## src/rtl/temperature_poll_sequencer_if.sv

```systemverilog
// Handshake between the poll sequencer and the TMP101 I2C read unit.
// The sequencer (master) issues Go with the chip address; the read unit
// (slave) answers with a Done edge and the first received byte.
interface temperature_poll_sequencer_if;
  logic       Go;
  logic [2:0] ChipSelect;
  logic [7:0] Chip;
  logic       Done;
  logic [7:0] ReceivedData;

  modport master (
    output Go,
    output ChipSelect,
    output Chip,
    input  Done,
    input  ReceivedData
  );

  modport slave (
    input  Go,
    input  ChipSelect,
    input  Chip,
    output Done,
    output ReceivedData
  );
endinterface

```

## src/rtl/temperature_poll_sequencer.sv

```systemverilog
// Autonomous TMP101 polling loop: walks enabled chip addresses, issues one Go
// per chip, waits for a Done edge or a timeout, stores each temperature byte
// and tracks signed min/max across all stored readings.
module temperature_poll_sequencer #(
  parameter int unsigned PollCycles    = 8000000,
  parameter int unsigned TimeoutCycles = 400000
) (
  input  logic                                clock,
  input  logic                                Reset,
  input  logic                                Enable,
  input  logic [7:0]                          ChipEnable,
  input  logic [2:0]                          DisplaySelect,
  temperature_poll_sequencer_if.master        i2c,
  output logic [7:0]                          Temperature,
  output logic [7:0]                          MaxTemp,
  output logic [7:0]                          MinTemp,
  output logic [7:0]                          Valid,
  output logic [7:0]                          ErrorMask,
  output logic                                SweepDone,
  output logic                                Busy
);

  localparam int unsigned CountMax = (PollCycles > TimeoutCycles) ? PollCycles : TimeoutCycles;
  localparam int unsigned CW       = $clog2(CountMax + 1);

  typedef enum logic [2:0] {
    IDLE,
    SCAN,
    ISSUE,
    WAIT_DONE,
    STORE,
    WAIT_PERIOD
  } state_t;

  state_t        state, state_d;
  // Pointer carries a fourth bit so that "one past chip 7" is representable
  // after a store/timeout on chip 7; SCAN then closes the sweep.
  logic [3:0]    ptr, ptr_d;
  logic [CW-1:0] cnt, cnt_d;
  logic [2:0]    sel, sel_d;
  logic          sweep_d;
  logic          timeout_hit;
  logic          done_q;
  logic          done_rise;
  logic [7:0]    rx_data;
  logic [7:0]    readings [8];

  assign done_rise      = i2c.Done & ~done_q;
  assign i2c.Go         = (state == ISSUE);
  assign i2c.ChipSelect = sel;
  assign i2c.Chip       = {4'b1001, sel, 1'b1};
  assign Busy           = (state != IDLE);

  // Next-state, pointer, counter and chip-select selection.
  always_comb begin
    state_d     = state;
    ptr_d       = ptr;
    cnt_d       = cnt;
    sel_d       = sel;
    sweep_d     = 1'b0;
    timeout_hit = 1'b0;
    unique case (state)
      IDLE: begin
        ptr_d = '0;
        if (Enable && (ChipEnable != '0)) begin
          state_d = SCAN;
        end
      end
      SCAN: begin
        if (!Enable) begin
          ptr_d   = '0;
          state_d = IDLE;
        end else if (ptr[3]) begin
          sweep_d = 1'b1;
          ptr_d   = '0;
          cnt_d   = '0;
          state_d = WAIT_PERIOD;
        end else if (ChipEnable[ptr[2:0]]) begin
          sel_d   = ptr[2:0];
          state_d = ISSUE;
        end else if (ptr[2:0] == 3'd7) begin
          sweep_d = 1'b1;
          ptr_d   = '0;
          cnt_d   = '0;
          state_d = WAIT_PERIOD;
        end else begin
          ptr_d = ptr + 4'd1;
        end
      end
      ISSUE: begin
        // Counter holds cycles elapsed since Go, so the first WAIT_DONE cycle sees 1.
        cnt_d   = CW'(1);
        state_d = WAIT_DONE;
      end
      WAIT_DONE: begin
        cnt_d = cnt + CW'(1);
        if (done_rise) begin
          state_d = STORE;
        end else if (cnt == CW'(TimeoutCycles)) begin
          timeout_hit = 1'b1;
          ptr_d       = ptr + 4'd1;
          state_d     = Enable ? SCAN : IDLE;
        end
      end
      STORE: begin
        ptr_d   = ptr + 4'd1;
        state_d = Enable ? SCAN : IDLE;
      end
      WAIT_PERIOD: begin
        cnt_d = cnt + CW'(1);
        if (!Enable || (ChipEnable == '0)) begin
          state_d = IDLE;
        end else if (cnt == CW'(PollCycles - 1)) begin
          ptr_d   = '0;
          state_d = SCAN;
        end
      end
      default: state_d = IDLE;
    endcase
  end

  // Sequencer registers, Done edge history and reply capture.
  always_ff @(posedge clock or negedge Reset) begin
    if (!Reset) begin
      state     <= IDLE;
      ptr       <= '0;
      cnt       <= '0;
      sel       <= '0;
      SweepDone <= 1'b0;
      done_q    <= 1'b0;
      rx_data   <= '0;
    end else begin
      state     <= state_d;
      ptr       <= ptr_d;
      cnt       <= cnt_d;
      sel       <= sel_d;
      SweepDone <= sweep_d;
      done_q    <= i2c.Done;
      if ((state == WAIT_DONE) && done_rise) begin
        rx_data <= i2c.ReceivedData;
      end
    end
  end

  // Per-chip readings, status masks and signed extremes.
  always_ff @(posedge clock or negedge Reset) begin
    if (!Reset) begin
      for (int unsigned i = 0; i < 8; i++) begin
        readings[i] <= '0;
      end
      Valid     <= '0;
      ErrorMask <= '0;
      MaxTemp   <= 8'h80;
      MinTemp   <= 8'h7F;
    end else if (state == STORE) begin
      readings[ptr[2:0]]  <= rx_data;
      Valid[ptr[2:0]]     <= 1'b1;
      ErrorMask[ptr[2:0]] <= 1'b0;
      if (Valid == '0) begin
        MaxTemp <= rx_data;
        MinTemp <= rx_data;
      end else begin
        if ($signed(rx_data) > $signed(MaxTemp)) begin
          MaxTemp <= rx_data;
        end
        if ($signed(rx_data) < $signed(MinTemp)) begin
          MinTemp <= rx_data;
        end
      end
    end else if (timeout_hit) begin
      ErrorMask[ptr[2:0]] <= 1'b1;
    end
  end

  // Registered view of the reading selected for display.
  always_ff @(posedge clock or negedge Reset) begin
    if (!Reset) begin
      Temperature <= '0;
    end else begin
      Temperature <= readings[DisplaySelect];
    end
  end

endmodule

```

## src/flat_wrapper.sv

```systemverilog
// flat-port wrapper written by rule: the top's interface ports become plain ports
module temperature_poll_sequencer_flat 
#(
  parameter int unsigned PollCycles    = 8000000,
  parameter int unsigned TimeoutCycles = 400000
)
  (clock, Reset, Enable, ChipEnable, DisplaySelect, Temperature, MaxTemp, MinTemp, Valid, ErrorMask, SweepDone, Busy, i2c_Go, i2c_ChipSelect, i2c_Chip, i2c_Done, i2c_ReceivedData);
  temperature_poll_sequencer_if i2c_i ();
  input  logic clock;
  input  logic Reset;
  input  logic Enable;
  input  logic [7:0] ChipEnable;
  input  logic [2:0] DisplaySelect;
  output logic [7:0] Temperature;
  output logic [7:0] MaxTemp;
  output logic [7:0] MinTemp;
  output logic [7:0] Valid;
  output logic [7:0] ErrorMask;
  output logic SweepDone;
  output logic Busy;
  output wire logic [$bits(i2c_i.Go)-1:0] i2c_Go;
  output wire logic [$bits(i2c_i.ChipSelect)-1:0] i2c_ChipSelect;
  output wire logic [$bits(i2c_i.Chip)-1:0] i2c_Chip;
  input wire logic [$bits(i2c_i.Done)-1:0] i2c_Done;
  input wire logic [$bits(i2c_i.ReceivedData)-1:0] i2c_ReceivedData;
  assign i2c_Go = i2c_i.Go;
  assign i2c_ChipSelect = i2c_i.ChipSelect;
  assign i2c_Chip = i2c_i.Chip;
  assign i2c_i.Done = i2c_Done;
  assign i2c_i.ReceivedData = i2c_ReceivedData;
  temperature_poll_sequencer #(.PollCycles(PollCycles), .TimeoutCycles(TimeoutCycles)) u_core (.clock(clock), .Reset(Reset), .Enable(Enable), .ChipEnable(ChipEnable), .DisplaySelect(DisplaySelect), .i2c(i2c_i), .Temperature(Temperature), .MaxTemp(MaxTemp), .MinTemp(MinTemp), .Valid(Valid), .ErrorMask(ErrorMask), .SweepDone(SweepDone), .Busy(Busy));
endmodule
```

## config.mk

```make
export PLATFORM = sky130hd
export DESIGN_NAME = temperature_poll_sequencer_flat
export DESIGN_NICKNAME = d
export VERILOG_FILES = /design/src/rtl/temperature_poll_sequencer_if.sv /design/src/rtl/temperature_poll_sequencer.sv /design/src/flat_wrapper.sv
export SDC_FILE = /design/constraint.sdc
export NUM_CORES = 1
export LEC_CHECK = 0
export CAP_MARGIN = 20
export CORE_MARGIN = 2
export CORE_UTILIZATION = 45
export CTS_CLUSTER_DIAMETER = 50
export DETAILED_ROUTE_END_ITERATION = 12
export PLACE_DENSITY = 0.66
export SYNTH_ARGS = -nofsm -noshare
export SYNTH_HDL_FRONTEND = slang
export SYNTH_SLANG_ARGS = --single-unit
```

## constraint.sdc

```tcl
create_clock -name clock -period 3.4 [get_ports clock]
set_clock_uncertainty 0.15 [all_clocks]
set_input_delay 0.51 -clock clock [delete_from_list [all_inputs] [get_ports clock]]
set_output_delay 0.51 -clock clock [all_outputs]
set_load 0.01 [all_outputs]
```

* After elaboration in Yosys (flattened, before gate mapping)
Index checks and enable logic that the tools add are counted.
** Cells by class
- $lt $le $gt $ge :: 7
- Reductions and logical operators :: 24
- Bitwise logic cells :: 9
- Add/sub/neg operators :: 2
- Equal/unequal tests :: 20
- Mux-type cells :: 49
** Operators with widths (number)
- $mux 23 :: 4
- $mux 8 :: 9
- $pmux 23 s3 :: 1
- $bwmux 64 :: 1
- $mux 4 :: 8
- $mux 3 :: 9
- $bmux 8 s3 :: 1
- $demux 8 s3 :: 1
- $add 23x1->23 const B :: 1
- $eq 23x19->1 const B :: 1
- $eq 23x23->1 const B :: 1
- $pmux 4 s5 :: 1
- $pmux 3 s6 :: 1
- $logic_not 8->1 :: 2
- $or 8x8->8 :: 2
- $reduce_and 4->1 :: 3
- $mux 1 :: 11
- $eq 3x3->1 const B :: 3
- $ne 3x1->1 const B :: 3
- $and 8x8->8 :: 1
- $ge 4x4->1 const B :: 2
- $gt 8x8->1 :: 1
- $lt 8x8->1 :: 1
- $not 3->4 :: 2
- other kinds (28) :: 41
** Storage, ports and cells
- Bits in registers :: 147
- Logic and storage cells :: 132
- Output and inout port bits :: 54

* Depth between registers and ports, before layout
Gate-level depths: netlist of run 1.
- Depth after elaboration :: 7
- Depth in mapped cells :: 9
- Depth with buffers taken out :: 8

* Worst setup path after synthesis of run 1
No wires, ideal clock.
- Path kind :: flip-flop to flip-flop
- From :: register u_core.cnt[0]
- To :: register u_core.ptr[0]
- Arrival :: 2.094 ns
- Stages on the path, launching flop included :: 9
- Buffers on the path :: 0
- Setup slack :: 1.031 ns
- Period minus slack after synthesis :: 2.369 ns
- Path through :: dfrtp_1 inv_1 ha_1 or3b_2 nor4_1 a31oi_1 a31oi_1 nand2_1 mux2_2
** On the way
- Longest elaborated chain between the ends :: 3
- Elaborated cells between the ends (all ways) :: 5
** Ends and longest elaborated chain
- start, declared :: line temperature_poll_sequencer.sv:39 : logic [CW-1:0] cnt, cnt_d;
- start signal, assigned :: line temperature_poll_sequencer.sv:135 : cnt <= cnt_d;
- $eq 23x19->1 or $eq 23x23->1 (tied branches) :: line temperature_poll_sequencer.sv:99, temperature_poll_sequencer.sv:113
- $ne 2x1->1 (no source line)
- $reduce_and 6->1 (no source line) (*)
- end signal, assigned :: line temperature_poll_sequencer.sv:134 : ptr <= ptr_d;
- end, declared :: line temperature_poll_sequencer.sv:38 : logic [3:0] ptr, ptr_d;
Mark *: on every way between the ends. The rest lies on a longest branch, timed or not.
A chain may end at the register's enable or synchronous reset.

* Worst setup path in the final report of run 1
- From :: register u_core.ptr[0]
- To :: register u_core.cnt[20]
** On the way
- Longest elaborated chain between the ends :: 4
- Elaborated cells between the ends (all ways) :: 6
** Ends and longest elaborated chain
- $bmux 1 s3 :: line temperature_poll_sequencer.sv:78 : end else if (ChipEnable[ptr[2:0]]) begin
- $mux 1 (implied by the code) :: line temperature_poll_sequencer.sv:78
- $ne 3x2->1 (no source line)
- $reduce_and 4->1 (no source line) (*)
Mark *: on every way between the ends. The rest lies on a longest branch, timed or not. The select of a mux whose other input is x is not followed.

==> impl_metrics.tcl, run 1 <==
set metrics [dict create \
    status "completed" \
    drtIter0Drc 255 \
    n_antenna_cell 0 \
    grt_antenna_before_repair 0 \
    clock_latency_ns 0.42 \
    start_util 0.456 \
    drtAntennaViolNets 0 \
    layout_common_cells "dfrtp_1, mux2_2, clkdlybuf4s50_1, nor2_1, nand2_1" \
    std_cell_rows 46 \
    drt_first_pass_iters 4 \
    synthArstFlopShare 1.00 \
    final_area_um2 8670 \
    path_clk_slew_ns 0.06 \
    wl_per_cell_um 18.2 \
    worst_pin_slew_ns 0.716 \
    path_class "reg2reg" \
    ys.flop_type "dfrtp_1" \
    path_max_fanout 21 \
    whs_ns 0.332 \
    htree_num_levels 4 \
    ys_ff_latch 147 \
    io_buffer_count 71 \
    fmax_mhz 352 \
    cts_buffer_depth 2 \
    vias_per_cell 5.50 \
    tns_ns 0 \
    pre_cts_slack_ns 0.485 \
    leakage_nw 3.89 \
    numCtsBuffers 17 \
    grt-ovfl-total 0 \
    root_buffer "clkbuf_16" \
    setup_viol 0 \
    nNetsFinal 701 \
    grt_max_degree 65 \
    synth_edf_count 0 \
    sw_frac_of_total 0.330 \
    intPower_w 0.00442 \
    drc 0 \
    arrival_ns 3.00 \
    drive_gt1_frac 0.256 \
    ir_drop_mv 0.461 \
    grtUsageTotal 0.207 \
    place_hpwl_um 11200 \
    powerDensity_nw_per_um2 761 \
    ys_seq_area_frac 0.515 \
    synth_warnings 0 \
    layout_commonest_cell "dfrtp_1" \
    postPlaceCellArea_um2 8040 \
    power.share.sequential 0.401 \
    synth_cell_types 55 \
    core_um2 15700 \
    cts_tree "done" \
    netlist_area_um2 7160 \
    max_cap_violations 0 \
    fin_crit_sh 0.835 \
    hold_viol 0 \
    clkPwrFrac 0.294 \
    p_switching_w 0.00218 \
    area_growth_pct 21.0 \
    fin_crit_ns 2.84 \
    rsz0062_at_grt "false" \
    num_io_pins 77 \
    gp_congestion 0.830 \
    via_count 4881 \
    grt_pass1_wl_um 26700 \
    critPathRequiredTime_ns 3.56 \
    final_core_util 0.552 \
    min_path_type "reg2reg" \
    drv_slew 0 \
    setup_ws_ns 0.561 \
    post_synth.cell_area_avg_um2 12.1 \
    fillers 1304 \
    critPathLaunchType "flip-flop" \
    die_h_um 130 \
    grt_pass1_vias 5139 \
    die_x_um 130 \
    cts.sinks 147 \
    combPwrFrac 0.305 \
    endpoint_kind "flip-flop" \
    syn_inst 593 \
    relSlewSlack 0.523 \
    totalWireLength_um 16200 \
    die_area_um2 16900 \
]
==> worst max-delay path: stages, from the launching register on <==
cell and delay (ns):
dfrtp_1 0.80, mux2i_1 0.28, mux4_2 0.33, nand3_1 0.33
a2111oi_0 0.61, xnor2_1 0.17, nor2_1 0.05
==> synthesized netlist by cell type (all sizes together) (4+ instances only) <==
cell type  instances  share of area
a211oi             7         0.0073
a21oi             20          0.014
a31oi             12          0.010
and3               8         0.0084
buf               15          0.015
clkbuf            21          0.011
dfrtp            139           0.49
dfstp              8          0.029
ha                19          0.033
inv               26          0.014
mux2              93           0.15
mux2i              6         0.0084
mux4              17          0.053
nand2             30          0.016
nand2b            13          0.012
nand3             15          0.010
nand4              9         0.0079
nor2              35          0.018
nor2b              6         0.0052
nor3               5         0.0035
nor4               7         0.0079
o21ai             24          0.017
or2                5         0.0044
or4b               4         0.0061
xnor2             13          0.016
==> stage by stage <==
stage	power, W	instances
final	0.00660	888
after CTS	0.00666	888
after floorplan	0.00392	596
after global placement	0.00459	855
after global routing	0.00701	888
after detailed placement	0.00468	855
==> path summary, 6_finish.rpt <==
kind	startpoint	endpoint	slack, ns	depth (start not counted)
min in group asynchronous	Reset	u_core.cnt[12]$_DFFE_PN0P_	0.47	2
worst max register to register	u_core.ptr[0]$_DFFE_PN0P_	u_core.cnt[20]$_DFFE_PN0P_	0.56	6
max in group asynchronous	Reset	u_core.readings[52]$_DFFE_PN0P_	1.83	3
worst max-delay path	u_core.ptr[0]$_DFFE_PN0P_	u_core.cnt[20]$_DFFE_PN0P_	0.56	6
worst min-delay path	u_core.readings[16]$_DFFE_PN0P_	u_core.readings[16]$_DFFE_PN0P_	0.33	2
worst min register to register	u_core.readings[16]$_DFFE_PN0P_	u_core.readings[16]$_DFFE_PN0P_	0.33	2
==> final cells by class <==
cell class	instances	area, um^2	share of cell area
clock buffers	19	443	0.0511
clock inverters	13	170	0.0196
inverters	26	97.6	0.0113
multi-input cells	387	3200	0.369
flip-flops and latches	147	3690	0.426
well taps	216	270	0.0312
repair buffers	80	795	0.0917
==> logic make-up after synthesis <==
group           after synthesis  synth area share
compound gates               81            0.0699
xor+xnor                     14            0.0171
fa+ha+maj                    19            0.0332
buf+inv                      62            0.0395
flops                       147             0.515
mux                         116             0.208
other cells                   2           0.00105
simple gates                152             0.116
==> routing by layer <==
metal,GRT usage,wire length (um),up-vias
met1,0.256,6830,2497
met2,0.361,8620,105
met3,0.0443,529,16
met4,0.0677,228,0
met5,0,0,-
li1,-,-,2263
==> repair_timing <==
action / in CTS / in global routing
endpoints found under the hold margin: 54 / 0
resized for setup: 0 / 0
endpoints found under the setup margin: 0 / 0
hold buffers: 1 / 0
setup buffers: 0 / 0
==> registers in the layout (all words and copies together) (netlist names), 3 cells and up, named ones only <==
register / cells
u_core.MaxTemp: 8
u_core.rx_data: 8
u_core.MinTemp: 8
u_core.readings: 64
u_core.Temperature: 8
u_core.ptr: 4
u_core.cnt: 23
u_core.i2c.ChipSelect: 3
u_core.Valid: 8
u_core.state: 3
==> power groups by stage <==
stage / combinational, W / sequential (W) / clock [W]
2_1_floorplan: 0.00144 / 0.00247 / 0
3_3_place_gp: 0.00194 / 0.00265 / 0
3_5_place_dp: 0.00201 / 0.00268 / 0
4_1_cts: 0.00203 / 0.00265 / 0.00198
5_1_grt: 0.00222 / 0.00272 / 0.00207
6_report: 0.00201 / 0.00265 / 0.00194
Power figures use the tool's default switching activity.
==> run 2: changes to the inputs <==
PLACE_DENSITY = 0.68   (was 0.66)
clock period = 2.3 ns   (was 3.4 ns; I/O delays follow)
==> run 2 against run 1 <==
The run now ends with setup timing left. Setup slack worse by 0.58 ns. Critical path depth grew 1. Wire length grew 5.0%. Sequential cell count stayed put. Via count grew 7.3%. Register-to-register slack worse by 0.58 ns. Die area did not move. Critical path type unchanged.
==> impl_metrics.tcl, run 2 (same netlist as run 1, synthesis figures left out) <==
set metrics [dict create \
    status "finished, violations left" \
    violations "setup timing" \
    area_growth_pct 31.2 \
    die_x_um 130 \
    path_class "reg2reg" \
    fin_crit_sh 1.01 \
    wl_per_cell_um 17.7 \
    critPathRequiredTime_ns 2.46 \
    min_path_type "in2reg" \
    setup_ws_ns -0.0221 \
    grt_max_degree 57 \
    grt_pass1_wl_um 27400 \
    drc 0 \
    die_h_um 130 \
    relSlewSlack 0.615 \
    root_buffer "clkbuf_16" \
    worst_pin_slew_ns 0.577 \
    powerDensity_nw_per_um2 1100 \
    layout_commonest_cell "dfrtp_1" \
    via_count 5239 \
    max_cap_violations 0 \
    n_antenna_cell 0 \
    path_clk_slew_ns 0.06 \
    endpoint_kind "flip-flop" \
    drt_first_pass_iters 5 \
    highest_layer "met4" \
    grt_antenna_before_repair 0 \
    ir_drop_mv 0.704 \
    io_buffer_count 71 \
    rsz0062_at_grt "true" \
    wl_met1_um 7660 \
    hold_viol 0 \
    cts_tree "done" \
    reg_top3 "u_core.readings x64, u_core.cnt x23" \
    num_io_pins 77 \
    place_hpwl_um 11800 \
    fmax_mhz 431 \
    path_max_fanout 3 \
    regMostFlops "u_core.readings" \
    route.met3.wl_um 506 \
    grt_pass1_vias 5383 \
    drtIter0Drc 343 \
    std_cell_rows 46 \
    arrival_ns 2.48 \
    htree_num_levels 4 \
    cts.sinks 147 \
    critPathLaunchType "flip-flop" \
    drtAntennaViolNets 0 \
    totalWireLength_um 17000 \
    core_um2 15700 \
    wl_met2_um 8610 \
    setup_viol 2 \
    fin_cells 959 \
    start_util 0.456 \
    postPlaceCellArea_um2 8600 \
    drv_slew 0 \
    layout_common_cells "dfrtp_1, mux2_2, buf_4, clkdlybuf4s50_1, nor2_1" \
    die_area_um2 16900 \
    dp_cells 919 \
    nNetsFinal 772 \
    largest_reg_flops 64 \
    vias_per_cell 5.46 \
    grt-ovfl-total 0 \
    final_area_um2 9400 \
    whs_ns 0.280 \
    fin_crit_ns 2.32 \
    leakage_nw 4.29 \
    cts_buffer_depth 2 \
    drive_gt1_frac 0.369 \
    gp_congestion 0.867 \
    clock_latency_ns 0.42 \
    tns_ns -0.0424 \
    numCtsBuffers 17 \
    grtUsageTotal 0.211 \
]
run 2: timing repair:
action,in CTS,in global routing
hold buffers,1,0
endpoints found under the hold margin,51,0
pin swaps,5,16
resized for setup,13,30
setup buffers,3,4
setup endpoints to repair,12,48
run 2: layer usage:
layer  GRT usage  vias to the layer above
met5           0                        -
met4      0.0696                        0
met3      0.0496                       23
met2       0.356                      115
met1       0.271                     2699
li1            -                     2402
run 2: worst paths after layout:
| kind | slack (ns) | cells past startpoint | startpoint | end |
|---|---|---|---|---|
| worst min-delay path | 0.28 | 1 | i2c_Done | u_core.done_q$_DFF_PN0_ |
| worst min register to register | 0.33 | 2 | u_core.readings[48]$_DFFE_PN0P_ | u_core.readings[48]$_DFFE_PN0P_ |
| max in group asynchronous | 1.02 | 3 | Reset | u_core.rx_data[4]$_DFFE_PN0P_ |
| worst max-delay path | -0.02 | 7 | u_core.cnt[18]$_DFFE_PN0P_ | u_core.ptr[2]$_DFFE_PN0P_ |
| worst max register to register | -0.02 | 7 | u_core.cnt[18]$_DFFE_PN0P_ | u_core.ptr[2]$_DFFE_PN0P_ |
| min in group asynchronous | 0.31 | 2 | Reset | u_core.i2c.ChipSelect[1]$_DFFE_PN0P_ |
run 2: through the flow:
| step | total power, W | worst slack [ns] | util |
|---|---|---|---|
| 2_1_floorplan | 0.00580 | 0.0360 | - |
| 3_3_place_gp | 0.00725 | -0.238 | 0.547 |
| 3_5_place_dp | 0.00739 | -0.297 | 0.547 |
| 4_1_cts | 0.0102 | -0.0304 | 0.588 |
| 5_1_grt | 0.0110 | -0.0806 | 0.598 |
| 6_report | 0.0103 | -0.0221 | 0.598 |
run 2: power breakdown:
part	total [W]	switching (W)	leakage, nW	internal [W]
sequential	0.00361	0.000405	1.97	0.00321
clock	0.00269	0.00117	0.285	0.00152
combinational	0.00404	0.00196	2.04	0.00208
total	0.0103	0.00353	4.29	0.00680
run 2: layout make-up:
type,count,area [um^2]
flip-flops and latches,147,3690
multi-input cells,387,3370
repair buffers,151,1400
inverters,26,97.6
clock buffers,17,425
well taps,216,270
clock inverters,15,148
fillers,1275,6320
run 2: critical path, stage by stage, from the launching register on:
cell	delay [ns]
dfrtp_1	0.38
or4b_1	0.53
nor3_2	0.16
buf_4	0.15
nand4_1	0.16
a31oi_4	0.29
nand2_2	0.11
mux2_2	0.28
